<file path="config.mk">
export PLATFORM = sky130hd
export DESIGN_NAME = ram_rd_streamer_flat
export DESIGN_NICKNAME = d
export VERILOG_FILES = /design/src/rtl/ram_rd_streamer_if.sv /design/src/rtl/ram_rd_streamer.sv /design/src/flat_wrapper.sv
export SDC_FILE = /design/constraint.sdc
export NUM_CORES = 1
export LEC_CHECK = 0
export BUFFER_PORTS_ARGS = -buffer_cell sky130_fd_sc_hd__buf_2
export CAP_MARGIN = 15
export CORE_MARGIN = 5
export CORE_UTILIZATION = 59
export CTS_CLUSTER_SIZE = 30
export DETAILED_ROUTE_END_ITERATION = 6
export GPL_TIMING_DRIVEN = 1
export PLACE_DENSITY = 0.85
export SYNTH_ARGS = -nofsm -noshare
export SYNTH_HDL_FRONTEND = slang
export SYNTH_SLANG_ARGS = --single-unit
</file>
<file path="constraint.sdc">
create_clock -name clk_i -period 3.02 [get_ports clk_i]
set_clock_uncertainty 0.15 [all_clocks]
set_input_delay 0.302 -clock clk_i [delete_from_list [all_inputs] [get_ports clk_i]]
set_output_delay 0.302 -clock clk_i [all_outputs]
set_load 0.01 [all_outputs]
</file>
<file path="src/rtl/ram_rd_streamer_if.sv">
// ram_rd_streamer_if: control, RAM read port and output beat stream of the streamer
interface ram_rd_streamer_if #(
    parameter int DataWidth  = 8,
    parameter int NumEntries = 512
);
    localparam int AW = $clog2(NumEntries);
    logic                 start_i;
    logic [AW-1:0]        base_addr_i;
    logic [AW:0]          len_i;
    logic                 busy_o;
    logic                 done_o;
    logic                 rd_valid_o;
    logic [AW-1:0]        rd_addr_o;
    logic [DataWidth-1:0] rd_data_i;
    logic                 valid_o;
    logic                 ready_i;
    logic [DataWidth-1:0] data_o;
    logic                 last_o;
    modport master (
        input  start_i, base_addr_i, len_i, rd_data_i, ready_i,
        output busy_o, done_o, rd_valid_o, rd_addr_o, valid_o, data_o, last_o
    );
    modport slave (
        output start_i, base_addr_i, len_i, rd_data_i, ready_i,
        input  busy_o, done_o, rd_valid_o, rd_addr_o, valid_o, data_o, last_o
    );
endinterface

</file>
<file path="src/rtl/ram_rd_streamer.sv">
// ram_rd_streamer: streams len RAM words from base_addr out as valid/ready beats; RAM_RD_STREAMER_WRAP_EN wraps the address at the top
module ram_rd_streamer #(
    parameter int DataWidth  = 8,
    parameter int NumEntries = 512
) (
    input logic               clk_i,
    input logic               reset_i,
    ram_rd_streamer_if.master bus
);
    localparam int AW = $clog2(NumEntries);
    typedef enum logic [1:0] {IDLE, RUN, DRAIN} state_e;
    state_e               state_q, state_d;
    logic [AW-1:0]        addr_q, addr_d, next_addr;
    logic [AW:0]          rem_q, rem_d;
    logic                 done_q, done_d;
    logic                 inflight_q, inflight_last_q;
    logic [DataWidth-1:0] buf_data_q [2];
    logic                 buf_last_q [2];
    logic                 rd_ptr_q, wr_ptr_q;
    logic [1:0]           cnt_q;
    logic                 issue, final_rd, out_valid, out_last, push, pop;
    logic [DataWidth-1:0] out_data;
    wire addr_end = addr_q == AW'(NumEntries - 1);
`ifdef RAM_RD_STREAMER_WRAP_EN
    assign next_addr = addr_end ? '0 : addr_q + AW'(1);
    assign final_rd  = rem_q == (AW+1)'(1);
`else
    assign next_addr = addr_q + AW'(1);
    assign final_rd  = rem_q == (AW+1)'(1) || addr_end;
`endif
    // The in-flight read reserves a buffer slot so returning data always has room.
    assign issue     = state_q == RUN && (cnt_q + 2'(inflight_q)) < 2'd2;
    assign out_valid = cnt_q != 2'd0 || inflight_q;
    assign out_data  = cnt_q != 2'd0 ? buf_data_q[rd_ptr_q] : inflight_q ? bus.rd_data_i : '0;
    assign out_last  = cnt_q != 2'd0 ? buf_last_q[rd_ptr_q] : inflight_q && inflight_last_q;
    assign push      = inflight_q && (cnt_q != 2'd0 || !bus.ready_i);
    assign pop       = cnt_q != 2'd0 && bus.ready_i;
    assign bus.busy_o     = state_q != IDLE;
    assign bus.done_o     = done_q;
    assign bus.rd_valid_o = issue;
    assign bus.rd_addr_o  = addr_q;
    assign bus.valid_o    = out_valid;
    assign bus.data_o     = out_data;
    assign bus.last_o     = out_last;
    // State register.
    always_ff @(posedge clk_i) begin
        if (reset_i) state_q <= IDLE;
        else         state_q <= state_d;
    end
    // Next-state, address and remaining-count logic.
    always_comb begin
        state_d = state_q;
        addr_d  = addr_q;
        rem_d   = rem_q;
        done_d  = 1'b0;
        case (state_q)
            IDLE: if (bus.start_i) begin
                if (bus.len_i != '0) begin
                    state_d = RUN;
                    addr_d  = bus.base_addr_i;
                    rem_d   = bus.len_i;
                end else begin
                    done_d = 1'b1;
                end
            end
            RUN: if (issue) begin
                addr_d  = next_addr;
                rem_d   = rem_q - (AW+1)'(1);
                state_d = final_rd ? DRAIN : RUN;
            end
            DRAIN: if (out_valid && bus.ready_i && out_last) begin
                state_d = IDLE;
                done_d  = 1'b1;
            end
            default: state_d = IDLE;
        endcase
    end
    // Datapath: read tracking and the 2-entry fall-through output buffer.
    always_ff @(posedge clk_i) begin
        if (reset_i) begin
            addr_q          <= '0;
            rem_q           <= '0;
            done_q          <= 1'b0;
            inflight_q      <= 1'b0;
            inflight_last_q <= 1'b0;
            buf_data_q[0]   <= '0;
            buf_data_q[1]   <= '0;
            buf_last_q[0]   <= 1'b0;
            buf_last_q[1]   <= 1'b0;
            rd_ptr_q        <= 1'b0;
            wr_ptr_q        <= 1'b0;
            cnt_q           <= 2'd0;
        end else begin
            addr_q          <= addr_d;
            rem_q           <= rem_d;
            done_q          <= done_d;
            inflight_q      <= issue;
            inflight_last_q <= issue && final_rd;
            if (push) begin
                buf_data_q[wr_ptr_q] <= bus.rd_data_i;
                buf_last_q[wr_ptr_q] <= inflight_last_q;
                wr_ptr_q             <= ~wr_ptr_q;
            end
            if (pop) rd_ptr_q <= ~rd_ptr_q;
            cnt_q <= cnt_q + 2'(push) - 2'(pop);
        end
    end
endmodule

</file>
<file path="src/flat_wrapper.sv">
// flat-port wrapper written by rule: the top's interface ports become plain ports
module ram_rd_streamer_flat 
#(
    parameter int DataWidth  = 8,
    parameter int NumEntries = 512
)
  (clk_i, reset_i, bus_start_i, bus_base_addr_i, bus_len_i, bus_rd_data_i, bus_ready_i, bus_busy_o, bus_done_o, bus_rd_valid_o, bus_rd_addr_o, bus_valid_o, bus_data_o, bus_last_o);
  ram_rd_streamer_if #(.DataWidth(DataWidth), .NumEntries(NumEntries)) bus_i ();
  input logic clk_i;
  input logic reset_i;
  input wire logic [$bits(bus_i.start_i)-1:0] bus_start_i;
  input wire logic [$bits(bus_i.base_addr_i)-1:0] bus_base_addr_i;
  input wire logic [$bits(bus_i.len_i)-1:0] bus_len_i;
  input wire logic [$bits(bus_i.rd_data_i)-1:0] bus_rd_data_i;
  input wire logic [$bits(bus_i.ready_i)-1:0] bus_ready_i;
  output wire logic [$bits(bus_i.busy_o)-1:0] bus_busy_o;
  output wire logic [$bits(bus_i.done_o)-1:0] bus_done_o;
  output wire logic [$bits(bus_i.rd_valid_o)-1:0] bus_rd_valid_o;
  output wire logic [$bits(bus_i.rd_addr_o)-1:0] bus_rd_addr_o;
  output wire logic [$bits(bus_i.valid_o)-1:0] bus_valid_o;
  output wire logic [$bits(bus_i.data_o)-1:0] bus_data_o;
  output wire logic [$bits(bus_i.last_o)-1:0] bus_last_o;
  assign bus_i.start_i = bus_start_i;
  assign bus_i.base_addr_i = bus_base_addr_i;
  assign bus_i.len_i = bus_len_i;
  assign bus_i.rd_data_i = bus_rd_data_i;
  assign bus_i.ready_i = bus_ready_i;
  assign bus_busy_o = bus_i.busy_o;
  assign bus_done_o = bus_i.done_o;
  assign bus_rd_valid_o = bus_i.rd_valid_o;
  assign bus_rd_addr_o = bus_i.rd_addr_o;
  assign bus_valid_o = bus_i.valid_o;
  assign bus_data_o = bus_i.data_o;
  assign bus_last_o = bus_i.last_o;
  ram_rd_streamer #(.DataWidth(DataWidth), .NumEntries(NumEntries)) u_core (.clk_i(clk_i), .reset_i(reset_i), .bus(bus_i));
endmodule
</file>
=== Yosys cells after proc, flatten, opt, wreduce, memory -nomap -nowiden ===
Memories as Yosys holds them, arrays and structs flattened. A register that Yosys moved wholly into a read port is not among the register bits.
Cells that the tools add are included.

* Add/sub/neg operators: 5
* Multipliers: 0
* Div/mod/pow operators: 0
* Magnitude comparators: 1
* Equal/unequal tests: 8
* Shifts and indexed selects: 0
* Multiplexer cells: 36
* Bitwise operators: 2
* Reduce and logical (&&, ||, !) cells: 20

{| class="wikitable"
|+ Operator list
! cell !! number
|-
| $mux W10 || 3
|-
| $mux W9 || 3
|-
| $mux W8 || 3
|-
| $pmux W10 S2 || 1
|-
| $mux W1 || 18
|-
| $pmux W9 S2 || 1
|-
| $eq A10 B1 Y1 const B || 1
|-
| $mux W2 || 5
|-
| $reduce_bool A10 Y1 || 1
|-
| $sub A10 B1 Y10 const B || 1
|-
| $add A9 B1 Y9 const B || 1
|-
| $eq A9 B9 Y1 const B || 1
|-
| $reduce_and A4 Y1 || 2
|-
| $reduce_or A8 Y1 || 1
|-
| $logic_and A1 B1 Y1 || 7
|-
| $ne A2 B1 Y1 const B || 3
|-
| $pmux W2 S3 || 1
|-
| $reduce_bool A2 Y1 || 3
|-
| $add A2 B1 Y2 || 2
|-
| $logic_or A1 B1 Y1 || 3
|-
| $eq A2 B1 Y1 const B || 1
|-
| $eq A2 B2 Y1 const B || 1
|-
| $logic_not A2 Y1 || 1
|-
| $lt A2 B2 Y1 const B || 1
|-
| 6 further kinds || 7
|}

* Flip-flop bits (word level): 28
* Bits in latches: 0
* RAM bits: 18
* Memory bits (read-only): 0
* Output and inout bits: 22
* Word-level logic and storage cells: 83
* Memories kept: 2

{| class="wikitable"
|+ Memory list
! memory !! depth !! bits a word !! rd ports !! clocked after memory_dff !! write ports !! RTL line !! source
|-
| u_core.buf_data_q || 2 || 8 || 1 || 1 || 2 || ram_rd_streamer.sv:17 || <nowiki>logic [DataWidth-1:0] buf_data_q [2];</nowiki>
|-
| u_core.buf_last_q || 2 || 1 || 1 || 1 || 2 || ram_rd_streamer.sv:18 || <nowiki>logic buf_last_q [2];</nowiki>
|}

=== Logic depth before layout (Yosys ltp) ===
* Depth in word-level cells: 8
* Depth in mapped cells: 9

=== Worst setup path before layout ===
OpenSTA, ideal clock, no wires.

* Path type: flip-flop to flip-flop
* Start: register u_core.cnt_q[1]
* End: memory u_core.buf_data_q[1][0], enable pin
* Arrival: 1.628 ns
* Data required time: 2.597 ns
* Slack: 0.968 ns
* Cell stages (with the launch flop): 6
* Buffers on the path: 1
* Period minus slack after synthesis: 2.052 ns
* Cells stage by stage: dfxtp_1 > buf_6 > or2_2 > o21ai_0 > nor3b_1 > or2_2

{| class="wikitable"
|+ RTL lines
! element !! RTL line !! source
|-
| from (decl) || ram_rd_streamer.sv:20 || <nowiki>logic [1:0] cnt_q;</nowiki>
|-
| from (signal assigned) || ram_rd_streamer.sv:105 || <nowiki>cnt_q <= cnt_q + 2'(push) - 2'(pop);</nowiki>
|-
| to (decl) || ram_rd_streamer.sv:17 ||
|}

==> metrics.txt <==
outcome=completed; drt via density=6.36; TritonCTS clock tree=built; n_diodes=0; Residual DRC=0; crit-path cells=o21ai_0 > nor3b_1 > or2_2; H-tree depth=2; Combinational Power Share=35.9%; Post-Synthesis Cell Area=2650 µm²; Hold Vio Cnt, Final=0; Final GP Congestion=0.919; IO Pins=53; unrepaired setup endpoints after global routing=no; first-pass GRT wire length=10,800 µm; total grt overflow=0; Net Count, Synth=321; clock sinks=47; setup_tns=0 ps; largest net degree at the start of global routing=33; Mapped Cells=284; Ys Warns=0; Yosys top cell by area=dfxtp_1; Die ar.=5930 µm²; ANT nets after route=0; Yosys top cell area share=21.9%; hold_buf cts=0; crit path kind=flop to flop; max-slew violations=0; Distinct cells, synth=55; WL/cell=16.8 µm; internal power=1.20 mW; setup bufs post-CTS=0; final setup fails=0; clock power share=19.4%; Peak Freq=0.387 GHz; Post-Synthesis Mean Instance Area=9.32 µm²; Post-synth top flop=dfxtp_1; Final Critical Period=2590 ps; fraction of registers with async set/reset=0%; sequential fraction of the synthesis area=42.3%; Starting DRT DRC Count=119; Initial DRT Pass Iterations=4; GRT Total Usage=22.0%; Area Overhead vs Synth=14.0%; setup ws final=433 ps; Worst-Skew Late Latency=300 ps; nets=368; Hold WC Path Type=primary input to flop; nature of the critical path endpoint=flop; maxcap violations=0; Clock Path Buffers=2; initial antenna violation count=0; post_cts resized=0; crit-path max FO=13; total vias in the final route=2,441; die height=77.0 µm; core area=4350 µm²; cts bufs inserted=5; clock slew at reported path FFs=90 ps; total power divided by cell area=639 nW/µm²; Root Buffer=clkbuf_8; Net Sw Power=0.725 mW; Max-Slew Margin vs Limit=42.6%; dpl ws=475 ps; CP Data Required Time=2860 ps; Switching Fraction=37.6%; Worst VDD drop=0.414 mV; number of synthesized flops with an enable pin=18; top post-synthesis cells by area=dfxtp_1 (22%), edfxtp_1 (20%), and2_1 (5.0%), mux2i_1 (4.5%), a211oi_1 (3.1%); number of global-route vias before repair=2,432; Worst Tran Pin Value=855 ps; top-count cell post-synth=dfxtp_1; Total Wirelength=6470 µm; Die X=77.0 µm; IO buf count=52; Post-synth top cells=dfxtp_1 (29), nor2_1 (22), and2_1 (21), edfxtp_1 (18), a21oi_1 (15); CP arrival=2420 ps; Reg power frac=44.8%; cell row count=24; Starting Density=60.8%; Critical Path Source Type=flop; layout cells sized above 1=21.4%; crit-path max cell delay=790 ps; period utilisation layout=85.7%; DP HPWL=4620 µm; #FFs+latches synth=47; Pleak=1.24 nW; critical-path cell with the highest stage delay=nor3b_1
metrics by stage:
step / total power [mW] / cells / hold WS [ps] / util (%) / cell area (µm²)
floorplan: 1.34 / 284 / 320 / - / 2650
global placement: 1.54 / 376 / 343 / 67.4 / 2940
detailed placement: 1.57 / 376 / 361 / 67.4 / 2940
CTS: 1.93 / 384 / 136 / 69.3 / 3020
global route: 2.05 / 384 / 156 / 69.3 / 3020
finish: 1.93 / 384 / 148 / 69.3 / 3020
registers in the layout, indices dropped and copies added, names as in the netlist, named ones only:
signal	cells
u_core.rd_ptr_q	1
u_core.rem_q	10
u_core.bus.rd_addr_o	9
u_core.inflight_q	1
u_core.buf_data_q	16
u_core.cnt_q	2
u_core.buf_last_q	2
u_core.bus.done_o	1
u_core.inflight_last_q	1
u_core.state_q	2
u_core.wr_ptr_q	1
cell type report:
type,count,area [µm²]
timing repair buffer,58,305
clock buffer,6,72.6
tap,52,65.1
inverter,13,48.8
clock inverter,2,8.76
fill,354,1340
multi-input combinational,206,1400
sequential,47,1120
path summary, 6_finish.rpt:
kind | from | slack [ps] | depth (start not counted) | to
setup reg to reg | u_core.inflight_q | 430 | 3 | u_core.buf_data_q[1][4]
hold / removal | bus_len_i[9] | 150 | 3 | u_core.rem_q[9]
setup / recovery | u_core.inflight_q | 430 | 3 | u_core.buf_data_q[1][4]
hold reg to reg | u_core.rem_q[7] | 380 | 2 | u_core.rem_q[7]
layout by cell type (no fill, tap or decap), drive strengths merged, types with 2 or more instances in the layout:
master and instances:
mux2i 12, edfxtp 18, nor3b 4, xor2 2
o211a 2, a41o 2, a31oi 4, and2 21
a311oi 2, a41oi 2, o32ai 2, a21oi 15
a211oi 11, clkinv 3, ha 6, o211ai 5
nor2 22, buf 58, nand4 2, o31ai 8
o311ai 7, nor3 7, xnor2 3, nand2 11
o21ai 14, or2 2, and4 3, nor2b 2
inv 12, nand4b 2, or4 3, nor4 7
clkbuf 6, dfxtp 29, nand3 9
worst max-delay path: cells and delay by family (launching register included):
family	cells	cell delay, ps
compound gates	1	350
simple gates	2	1180
flops	1	600
per-layer routing:
metal / vias to the layer above / GRT usage, % / wire, µm
met5: - / 0 / 0
met4: 0 / 9.11 / 121
met3: 13 / 4.45 / 502
met2: 99 / 37.7 / 3150
met1: 1145 / 26.7 / 2700
li1: 1184 / - / -
power groups by stage:
stage	sequential, mW	combinational, mW	clock, mW
3_3_place_gp	0.873	0.671	0
4_1_cts	0.862	0.693	0.375
5_1_grt	0.882	0.769	0.404
3_5_place_dp	0.876	0.690	0
6_report	0.864	0.692	0.374
2_1_floorplan	0.823	0.521	0
cell families after synthesis:
kind of cell	after synthesis	synth area share, %
multiplexers	12	4.54
XOR/XNOR	5	1.65
AO/OA/AOI/OAI	83	22.8
AND/OR/NAND/NOR	100	20.9
flip-flops	47	42.3
adder cells (fa/ha/maj)	6	2.84
buffers and inverters	31	4.91
(Power assumes the default switching activity.)
